`src/rtl/spi_sram_mem_ctrl_if.sv`:
```
// Core-side memory request bus for the serial SRAM controller.
// The core acts as master and the SPI SRAM controller as slave.
interface spi_sram_mem_ctrl_if;
    logic [31:0] mem_addr;
    logic [31:0] mem_write_data;
    logic [31:0] mem_read_data;
    logic        mem_read;
    logic        mem_write;
    logic [1:0]  mem_size;
    logic        mem_signed;
    logic        mem_busy;

    modport master (
        output mem_addr,
        output mem_write_data,
        output mem_read,
        output mem_write,
        output mem_size,
        output mem_signed,
        input  mem_read_data,
        input  mem_busy
    );

    modport slave (
        input  mem_addr,
        input  mem_write_data,
        input  mem_read,
        input  mem_write,
        input  mem_size,
        input  mem_signed,
        output mem_read_data,
        output mem_busy
    );
endinterface

```
`src/rtl/spi_sram_mem_ctrl.sv`:
```
// Memory-side slave for the multicycle RV32I core: every core access is
// served from an external serial SRAM using SPI mode 0 sequential
// READ/WRITE commands. Data travels little-endian, each byte MSB first,
// and read results are sign- or zero-extended to 32 bits.
module spi_sram_mem_ctrl #(
    parameter int         SCK_DIV   = 1,
    parameter int         ADDR_BITS = 16,
    parameter logic [7:0] CMD_READ  = 8'h03,
    parameter logic [7:0] CMD_WRITE = 8'h02
) (
    input  logic                clk,
    input  logic                reset,
    spi_sram_mem_ctrl_if.slave  mem,
    output logic                spi_cs_n,
    output logic                spi_sck,
    output logic                spi_mosi,
    input  logic                spi_miso
);

    localparam int                TX_BITS  = 8 + ADDR_BITS + 32;
    localparam int                DIV_W    = (SCK_DIV > 1) ? $clog2(SCK_DIV) : 1;
    localparam logic [DIV_W-1:0]  DIV_LAST = DIV_W'(SCK_DIV - 1);

    typedef enum logic [2:0] {
        IDLE,
        CMD,
        ADDR,
        DATA,
        CSHI
    } state_t;

    state_t              state;
    logic                prev_req;
    logic                req;
    logic                start;
    logic [DIV_W-1:0]    div_cnt;
    logic                half_end;
    logic [5:0]          bit_cnt;
    logic [5:0]          phase_last;
    logic [5:0]          data_last;
    logic [5:0]          start_last;
    logic [TX_BITS-1:0]  tx_shift;
    logic [TX_BITS-1:0]  tx_load;
    logic [7:0]          rx_byte;
    logic [7:0]          rx_next;
    logic [31:0]         rx_word;
    logic [31:0]         read_ext;
    logic                is_read;
    logic                signed_q;
    logic [1:0]          size_q;
    logic                unused_bits;

    assign req          = mem.mem_read | mem.mem_write;
    assign start        = req & ~prev_req & (state == IDLE);
    assign mem.mem_busy = start | (state != IDLE);
    assign half_end     = (div_cnt == DIV_LAST);
    assign rx_next      = {rx_byte[6:0], spi_miso};
    assign unused_bits  = ^{mem.mem_addr[31:ADDR_BITS], rx_byte[7]};

    // Whole outgoing bit stream for one access: command, address, then the
    // store bytes in ascending byte order (all zero for reads).
    assign tx_load = {
        (mem.mem_write ? CMD_WRITE : CMD_READ),
        mem.mem_addr[ADDR_BITS-1:0],
        (mem.mem_write ? {mem.mem_write_data[7:0],   mem.mem_write_data[15:8],
                          mem.mem_write_data[23:16], mem.mem_write_data[31:24]}
                       : 32'h0)
    };

    // Index of the last data bit for the requested access size.
    always_comb begin
        start_last = 6'd31;
        case (mem.mem_size)
            2'b00:   start_last = 6'd7;
            2'b01:   start_last = 6'd15;
            default: start_last = 6'd31;
        endcase
    end

    // Index of the last bit in whichever phase is currently shifting.
    always_comb begin
        phase_last = data_last;
        case (state)
            CMD:     phase_last = 6'd7;
            ADDR:    phase_last = 6'(ADDR_BITS - 1);
            default: phase_last = data_last;
        endcase
    end

    // Received bytes collect at the top of rx_word, so short reads sit in the upper bytes.
    always_comb begin
        read_ext = rx_word;
        case (size_q)
            2'b00:   read_ext = signed_q ? {{24{rx_word[31]}}, rx_word[31:24]}
                                         : {24'h0, rx_word[31:24]};
            2'b01:   read_ext = signed_q ? {{16{rx_word[31]}}, rx_word[31:16]}
                                         : {16'h0, rx_word[31:16]};
            default: read_ext = rx_word;
        endcase
    end

    // Transfer sequencer: request edge capture, SCK generation, bit shifting and result update.
    always_ff @(posedge clk) begin
        if (!reset) begin
            state             <= IDLE;
            prev_req          <= 1'b0;
            spi_cs_n          <= 1'b1;
            spi_sck           <= 1'b0;
            spi_mosi          <= 1'b0;
            mem.mem_read_data <= 32'h0;
            div_cnt           <= '0;
            bit_cnt           <= 6'd0;
            data_last         <= 6'd0;
            tx_shift          <= '0;
            rx_byte           <= 8'h0;
            rx_word           <= 32'h0;
            is_read           <= 1'b0;
            signed_q          <= 1'b0;
            size_q            <= 2'b00;
        end else begin
            prev_req <= req;
            case (state)
                IDLE: begin
                    if (start) begin
                        state     <= CMD;
                        spi_cs_n  <= 1'b0;
                        spi_sck   <= 1'b0;
                        spi_mosi  <= tx_load[TX_BITS-1];
                        tx_shift  <= tx_load << 1;
                        div_cnt   <= '0;
                        bit_cnt   <= 6'd0;
                        data_last <= start_last;
                        is_read   <= ~mem.mem_write;
                        signed_q  <= mem.mem_signed;
                        size_q    <= mem.mem_size;
                    end
                end
                CMD, ADDR, DATA: begin
                    if (!half_end) begin
                        div_cnt <= div_cnt + 1'b1;
                    end else begin
                        div_cnt <= '0;
                        if (!spi_sck) begin
                            spi_sck <= 1'b1;
                            if (state == DATA && is_read) begin
                                rx_byte <= rx_next;
                                if (bit_cnt[2:0] == 3'd7) begin
                                    rx_word <= {rx_next, rx_word[31:8]};
                                end
                            end
                        end else begin
                            spi_sck <= 1'b0;
                            if (bit_cnt == phase_last) begin
                                bit_cnt <= 6'd0;
                                case (state)
                                    CMD:     state <= ADDR;
                                    ADDR:    state <= DATA;
                                    default: begin
                                        state    <= CSHI;
                                        spi_cs_n <= 1'b1;
                                        if (is_read) begin
                                            mem.mem_read_data <= read_ext;
                                        end
                                    end
                                endcase
                            end else begin
                                bit_cnt <= bit_cnt + 1'b1;
                            end
                            if (state == DATA && bit_cnt == phase_last) begin
                                spi_mosi <= 1'b0;
                            end else begin
                                spi_mosi <= tx_shift[TX_BITS-1];
                                tx_shift <= tx_shift << 1;
                            end
                        end
                    end
                end
                CSHI: begin
                    state <= IDLE;
                end
                default: begin
                    state <= IDLE;
                end
            endcase
        end
    end

endmodule

```
`src/flat_wrapper.sv`:
```
// flat-port wrapper written by rule: the top's interface ports become plain ports
module spi_sram_mem_ctrl_flat 
#(
    parameter int         SCK_DIV   = 1,
    parameter int         ADDR_BITS = 16,
    parameter logic [7:0] CMD_READ  = 8'h03,
    parameter logic [7:0] CMD_WRITE = 8'h02
)
  (clk, reset, spi_cs_n, spi_sck, spi_mosi, spi_miso, mem_mem_addr, mem_mem_write_data, mem_mem_read, mem_mem_write, mem_mem_size, mem_mem_signed, mem_mem_read_data, mem_mem_busy);
  spi_sram_mem_ctrl_if mem_i ();
  input  logic clk;
  input  logic reset;
  output logic spi_cs_n;
  output logic spi_sck;
  output logic spi_mosi;
  input  logic spi_miso;
  input wire logic [$bits(mem_i.mem_addr)-1:0] mem_mem_addr;
  input wire logic [$bits(mem_i.mem_write_data)-1:0] mem_mem_write_data;
  input wire logic [$bits(mem_i.mem_read)-1:0] mem_mem_read;
  input wire logic [$bits(mem_i.mem_write)-1:0] mem_mem_write;
  input wire logic [$bits(mem_i.mem_size)-1:0] mem_mem_size;
  input wire logic [$bits(mem_i.mem_signed)-1:0] mem_mem_signed;
  output wire logic [$bits(mem_i.mem_read_data)-1:0] mem_mem_read_data;
  output wire logic [$bits(mem_i.mem_busy)-1:0] mem_mem_busy;
  assign mem_i.mem_addr = mem_mem_addr;
  assign mem_i.mem_write_data = mem_mem_write_data;
  assign mem_i.mem_read = mem_mem_read;
  assign mem_i.mem_write = mem_mem_write;
  assign mem_i.mem_size = mem_mem_size;
  assign mem_i.mem_signed = mem_mem_signed;
  assign mem_mem_read_data = mem_i.mem_read_data;
  assign mem_mem_busy = mem_i.mem_busy;
  spi_sram_mem_ctrl #(.SCK_DIV(SCK_DIV), .ADDR_BITS(ADDR_BITS), .CMD_READ(CMD_READ), .CMD_WRITE(CMD_WRITE)) u_core (.clk(clk), .reset(reset), .mem(mem_i), .spi_cs_n(spi_cs_n), .spi_sck(spi_sck), .spi_mosi(spi_mosi), .spi_miso(spi_miso));
endmodule
```
`config.mk`:
```
export PLATFORM = sky130hd
export DESIGN_NAME = spi_sram_mem_ctrl_flat
export DESIGN_NICKNAME = d
export VERILOG_FILES = /design/src/rtl/spi_sram_mem_ctrl_if.sv /design/src/rtl/spi_sram_mem_ctrl.sv /design/src/flat_wrapper.sv
export SDC_FILE = /design/constraint.sdc
export NUM_CORES = 1
export LEC_CHECK = 0
export BUFFER_PORTS_ARGS = -buffer_cell sky130_fd_sc_hd__buf_2
export CAP_MARGIN = 20
export CORE_ASPECT_RATIO = 1.5
export CORE_MARGIN = 2
export CORE_UTILIZATION = 51
export CTS_BUF_LIST = sky130_fd_sc_hd__clkbuf_8
export DETAILED_ROUTE_END_ITERATION = 12
export HOLD_SLACK_MARGIN = 0.06
export PLACE_DENSITY = 0.8
export SYNTH_ARGS = -nofsm -noshare
export SYNTH_HDL_FRONTEND = slang
export SYNTH_SLANG_ARGS = --single-unit
```
`constraint.sdc`:
```
create_clock -name clk -period 2.1 [get_ports clk]
set_input_delay 0.21 -clock clk [delete_from_list [all_inputs] [get_ports clk]]
set_output_delay 0.21 -clock clk [all_outputs]
set_load 0.1 [all_outputs]
```
== After elaboration in Yosys (flattened, before gate mapping) ==
Cells that the tools add are included.
Storage, ports and cells
  flip-flop bits (word level): 151
  input port bits: 72
  output and inout port bits: 36
  logic and storage cells: 97
Cells by class
  add/subtract/negate cells: 2
  eq/ne operators: 13
  mux-type cells: 39
  bitwise logic cells: 9
  reductions and logical operators: 19
Operators by type and width (count)
  two-way mux 56 bit: 4
  one-hot mux 56 bit (2 select lines): 1
  two-way mux 32 bit: 3
  one-hot mux 32 bit (2 select lines): 1
  two-way mux 6 bit: 4
  one-hot mux 6 bit (2 select lines): 2
  two-way mux 1 bit: 13
  two-way mux 3 bit: 4
  one-hot mux 3 bit (2 select lines): 2
  AND reduction 4 bit: 3
  AND reduction 6 bit: 2
  one-hot mux 5 bit (2 select lines): 1
  AND reduction 5 bit: 2
  one-hot mux 1 bit (2 select lines): 4
  adder 6 x 1 -> 6 bit (second input constant): 1
  == test 3 x 2 -> 1 bit (second input constant): 2
  == test 6 bit: 1
  != test 2 x 1 -> 1 bit (second input constant): 3
  != test 2 bit (second input constant): 3
  NOT 1 bit: 5
  == test 2 x 1 -> 1 bit (second input constant): 2
  zero test 2 bit: 2
  AND reduction 2 bit: 2
  == test 3 x 1 -> 1 bit (second input constant): 1
  other kinds (11): 14

== Longest topological paths before layout ==
  depth after elaboration: 8
  mapped depth: 9
  gate-level depth less buffers: 5

== Least setup slack after synthesis ==
No wires, ideal clock.
  path kind: register to register
  from: register u_core.spi_sck
  to: register u_core.rx_word[1]
  library setup time: 132 ps
  arrival: 2242 ps
  required time: 1968 ps
  slack: -274 ps
  cell stages (with the launch flop): 10
  path buffers: 4
  period minus slack after synthesis: 2374 ps
  path through: dfxtp_1 -> clkbuf_1 -> inv_1 -> and4_1 -> buf_2 -> and2_1 -> buf_2 -> buf_2 -> nand2_1 -> a21oi_1
Between the ends
  word-level cells in the longest chain between the ends: 2
RTL lines
  start: declaration: line spi_sram_mem_ctrl.sv:15  | output logic spi_sck,
  start signal: assignment: line spi_sram_mem_ctrl.sv:108  | spi_sck <= 1'b0;
  start signal: assignment: line spi_sram_mem_ctrl.sv:127  | spi_sck <= 1'b0;
  start signal: assignment: line spi_sram_mem_ctrl.sv:144  | spi_sck <= 1'b1;
  NOT 1 bit (no source line)
  AND reduction 5 bit (no source line)
  end signal: assignment: line spi_sram_mem_ctrl.sv:148  | rx_word <= {rx_next, rx_word[31:8]};
  end: declaration: line spi_sram_mem_ctrl.sv:46  | logic [31:0] rx_word;
Every way passes these cells.
A chain may end at the register's enable or synchronous reset.

== Worst setup path in the final report ==
  from: register u_core.bit_cnt[0]
  to: register u_core.mem.mem_read_data[22]
Between the ends
  word-level cells in the longest chain between the ends: 2
RTL lines
  start: declaration: line spi_sram_mem_ctrl.sv:38  | logic [5:0] bit_cnt;
  start signal: assignment: line spi_sram_mem_ctrl.sv:167  | bit_cnt <= bit_cnt + 1'b1;
  == test 6 bit: line spi_sram_mem_ctrl.sv:153  | if (bit_cnt == phase_last) begin
  AND reduction 6 bit (no source line)
  end signal: assignment: line spi_sram_mem_ctrl.sv:162  | mem.mem_read_data <= read_ext;
  end: declaration: line spi_sram_mem_ctrl_if.sv:31  | output mem_read_data,
Every way passes these cells.

==> results.md <==
- The core box area is 13500 um2.
- The number of port buffers is 91.
- By area the synthesized netlist is led by dfxtp_1, nand2_1, mux2i_1, nand3_1, a21oi_1.
- The count of antenna diodes in the layout is 0.
- The static leakage is 0.00365 uW.
- The number of setup buffers added after CTS is 0.
- The launch instance of the worst min-delay path is mem_mem_size[1].
- The insertion delay of the later-clocked pin in the worst-skew pair is 440 ps.
- The number of enable-type register cells in the synthesized netlist is 0.
- The sink count of the clock tree is 146.
- The time the final worst path needs with I/O delays and setup is 1960 ps.
- Summing every instance area after synthesis gives 7010 um2.
- In this run the vertical extent of the chip is 148 um.
- After synthesis, the largest area contributor takes up 41.7% of total cell area.
- The largest fanout on the critical path is 30.
- After detailed routing, the met3 layer carries 619 um of wire.
- The worst slew margin relative to its limit is 50.9%.
- At the pin with the least slew margin, the transition time is 736 ps.
- The element type at the critical path start is a flip-flop.
- The biggest area contributor in the post-synthesis netlist is dfxtp_1.
- After detailed routing, the number of vias per cell comes to 5.37.
- In this run the critical register-to-register path is launched from u_core.bit_cnt[0]$_SDFFE_PN0P_.
- The largest single stage delay on the critical path is 410 ps.
- The fraction of registers with async set or reset after synthesis is 0%.
- The H-tree generated during clock tree synthesis spans 4 levels.
- The cell with the biggest individual delay on the critical path is nor4_1.
- The pin count of the biggest net entering global routing is 186.
- After synthesis the netlist holds a flip-flop and latch count of 146.
- The detail-routed net length per standard cell is 13.6 um.
- Averaged over all synthesized cells, the footprint is 7.61 um2.
- The most common cell after layout, fill and taps aside is nand2_1.
- The most used flip-flop cell after synthesis is dfxtp_1.
- The effective utilization at floorplan is 52.0%.
- 108 I/O pins were placed.
- The total overflow left after global routing is 0.
- The hold path depth is 3.
- The distinct cell type count after synthesis is 53.
- Setup violations remaining at the end of the flow were counted as 0.
- The run finished with clean final reports.
- Data arrives at the worst endpoint at 2270 ps.
- In this run, CTS created clock tree buffers numbering 17.
- The die span in x is 99.7 um.
- The initial antenna violation count is 0.
- The TritonCTS clock tree is built.
- The violation count after the first detailed-routing iteration is 442.
- The residual DRC count is 0.
- Setup repair after global routing left no endpoint under its margin.
- For the worst flop-to-flop path, the logic depth is 6.
- The worst ir drop on vdd is 0.442 mV.
- The launch point of the critical path is u_core.bit_cnt[0]$_SDFFE_PN0P_.
- The endpoint class of the critical path is a flip-flop.
- The number of buffers on the longest clock path is 2.
- The total negative slack is 0 ps.
- The number of nets handed over by synthesis was 994.
- The number of standard cells after synthesis is 920.
- On the critical path the largest part of the delay comes from simple AND/OR/NAND/NOR gates.
- Routed signal wires occupy layers up through met4.
- The number of search-and-repair iterations in the first detailed-routing pass is 4.
- The path class of the lowest-slack min-delay path is input pin to flip-flop.
- The met2 layer wire length in the routed design is 7990 um.
- The first global-routing pass estimated 25800 um of wire.
- Once layout is complete, the utilization of the core stands at 60.0%.
- In this run the remaining antenna-violating nets after routing total 0.
- The number of hold violations in the final report was 0.
- In the layout the commonest cells are nand2_1, dfxtp_1, mux2i_1.
- The count of maximum capacitance violations is 0.
- For this design the ratio of total power to cell area is 912 nW/um2.
- The initialized floorplan defines 52 standard-cell rows.
- Across the routed clock network, the largest skew measured is 14.6 ps.
- In this run the number of cells on the critical path is 6.
- The sum of routed wire length over all layers is 15700 um.
- For this run, the register share of the synthesized area comes to 41.7%.
- The portion of the clock cycle consumed by the worst path in the final layout is 93.2%.
- The final route contains 6220 vias.
- The count of buffering cells on the critical path with inverters included is 1.
- The final count of pins violating max slew is 0.
- The number of global-route vias before repair was 5566.
- Traced cell by cell, the critical path runs through nor4_1 > o21ai_2 > a211oi_2 > nand4_4 > buf_12 > mux2i_1.
- The HPWL after detailed placement is 10200 um.
- Relative to the synthesized area, the layout overhead comes to 15.3%.
- The fraction of final layout cells with drive strength greater than 1 is 16.3%.
- The required time reported for the critical path endpoint is 2420 ps.
- Overall power consumption after layout is estimated at 7370 uW.
- The critical path is of the flip-flop to flip-flop type.
- The layout net count is 1058.
- The floorplan step defined a die boundary enclosing 14700 um2.
- During synthesis, Yosys emitted a total of 0 warnings.
- The clock-pin transition on the worst setup and hold timing paths is 80 ps.
- At the end of routability-driven placement, the weighted congestion stood at 0.890.
- The overall global routing resource usage is 21.6%.
- Static timing analysis puts the maximum clock frequency at 511 MHz.
- CTS placed an instance of clkbuf_8 at the clock tree root.
- The routed metal-1 wirelength is 6650 um.
cell usage after synthesis (2+ instances only):
cell / instances
a31oi_1: 2
inv_1: 4
a21oi_1: 40
a211oi_1: 4
dfxtp_1: 146
nand2b_1: 4
o211ai_1: 10
buf_4: 2
nor2_1: 20
o21a_1: 2
clkbuf_1: 47
nand3b_1: 2
and2_1: 4
o21bai_1: 2
o21ai_0: 14
nand2_1: 399
buf_1: 6
buf_2: 13
nand4_1: 7
nor2b_1: 4
ha_1: 2
buf_6: 8
nand3_1: 41
mux2i_1: 106
o21ai_1: 2
nor4_1: 2
area by class of cell:
type / count / area, um2
Fill cell: 1178 / 5390
Multi-Input combinational cell: 693 / 3710
Sequential cell: 146 / 2920
Timing Repair Buffer: 121 / 771
Clock buffer: 18 / 248
Tap cell: 162 / 203
Clock inverter: 14 / 200
Inverter: 5 / 18.8
power breakdown:
part | internal (uW) | total (uW) | switching [uW] | leakage [uW]
Clock | 1350 | 2480 | 1130 | 0.000222
Combinational | 696 | 1770 | 1080 | 0.00224
Sequential | 2980 | 3120 | 142 | 0.00118
worst paths after layout:
path | end | slack, ps
setup reg to reg | u_core.mem.mem_read_data[22]$_SDFFE_PN0P_ | 140
hold / removal | u_core.data_last[4]$_SDFFE_PN0P_ | 90
hold reg to reg | u_core.rx_word[6]$_SDFFE_PN0P_ | 460
setup / recovery | u_core.mem.mem_read_data[22]$_SDFFE_PN0P_ | 140
layer usage:
metal / track usage, % / vias to the layer above
met4: 10.9 / 0
li1: - / 3146
met3: 4.07 / 33
met1: 26.5 / 2890
met2: 36.1 / 151
met5: 0 / -
kinds of logic after synthesis:
group	share of synthesized area, %
multiplexers	15.1
AO/OA/AOI/OAI	8.38
flip-flops	41.7
AND/OR/NAND/NOR	28.5
adder cells (fa/ha/maj)	0.357
buffers and inverters	5.54
XOR/XNOR	0.357
flip-flops by register name (all words and copies together) (netlist names):
register	cells
u_core.prev_req	1
u_core.spi_sck	1
u_core.bit_cnt	6
u_core.spi_mosi	1
u_core.is_read	1
u_core.rx_byte	7
u_core.mem.mem_read_data	32
u_core.spi_cs_n	1
u_core.tx_shift	55
u_core.state	3
u_core.data_last	3
u_core.signed_q	1
u_core.size_q	2
u_core.rx_word	32
worst register-to-register path: stages (launching register included):
cell and delay [ps]:
dfxtp_1 380, nor4_1 410, o21ai_2 150, a211oi_2 320, nand4_4 200, buf_12 240, mux2i_1 150
metrics by stage:
stage | cells | setup slack (ps) | cell area (um2) | hold slack, ps
floorplan | 920 | 29.9 | 7010 | 326
global placement | 1122 | 222 | 7580 | 433
detailed placement | 1122 | 189 | 7580 | 448
CTS | 1159 | 124 | 8080 | 65.2
global route | 1159 | 8.38 | 8080 | 75.1
finish | 1159 | 143 | 8080 | 87.1
timing repair:
action                    CTS  global route
hold endpoints to repair    6             0
hold buffers                5             0
gates resized for setup     0             0
No activity file was read; power rests on OpenSTA's default activity.
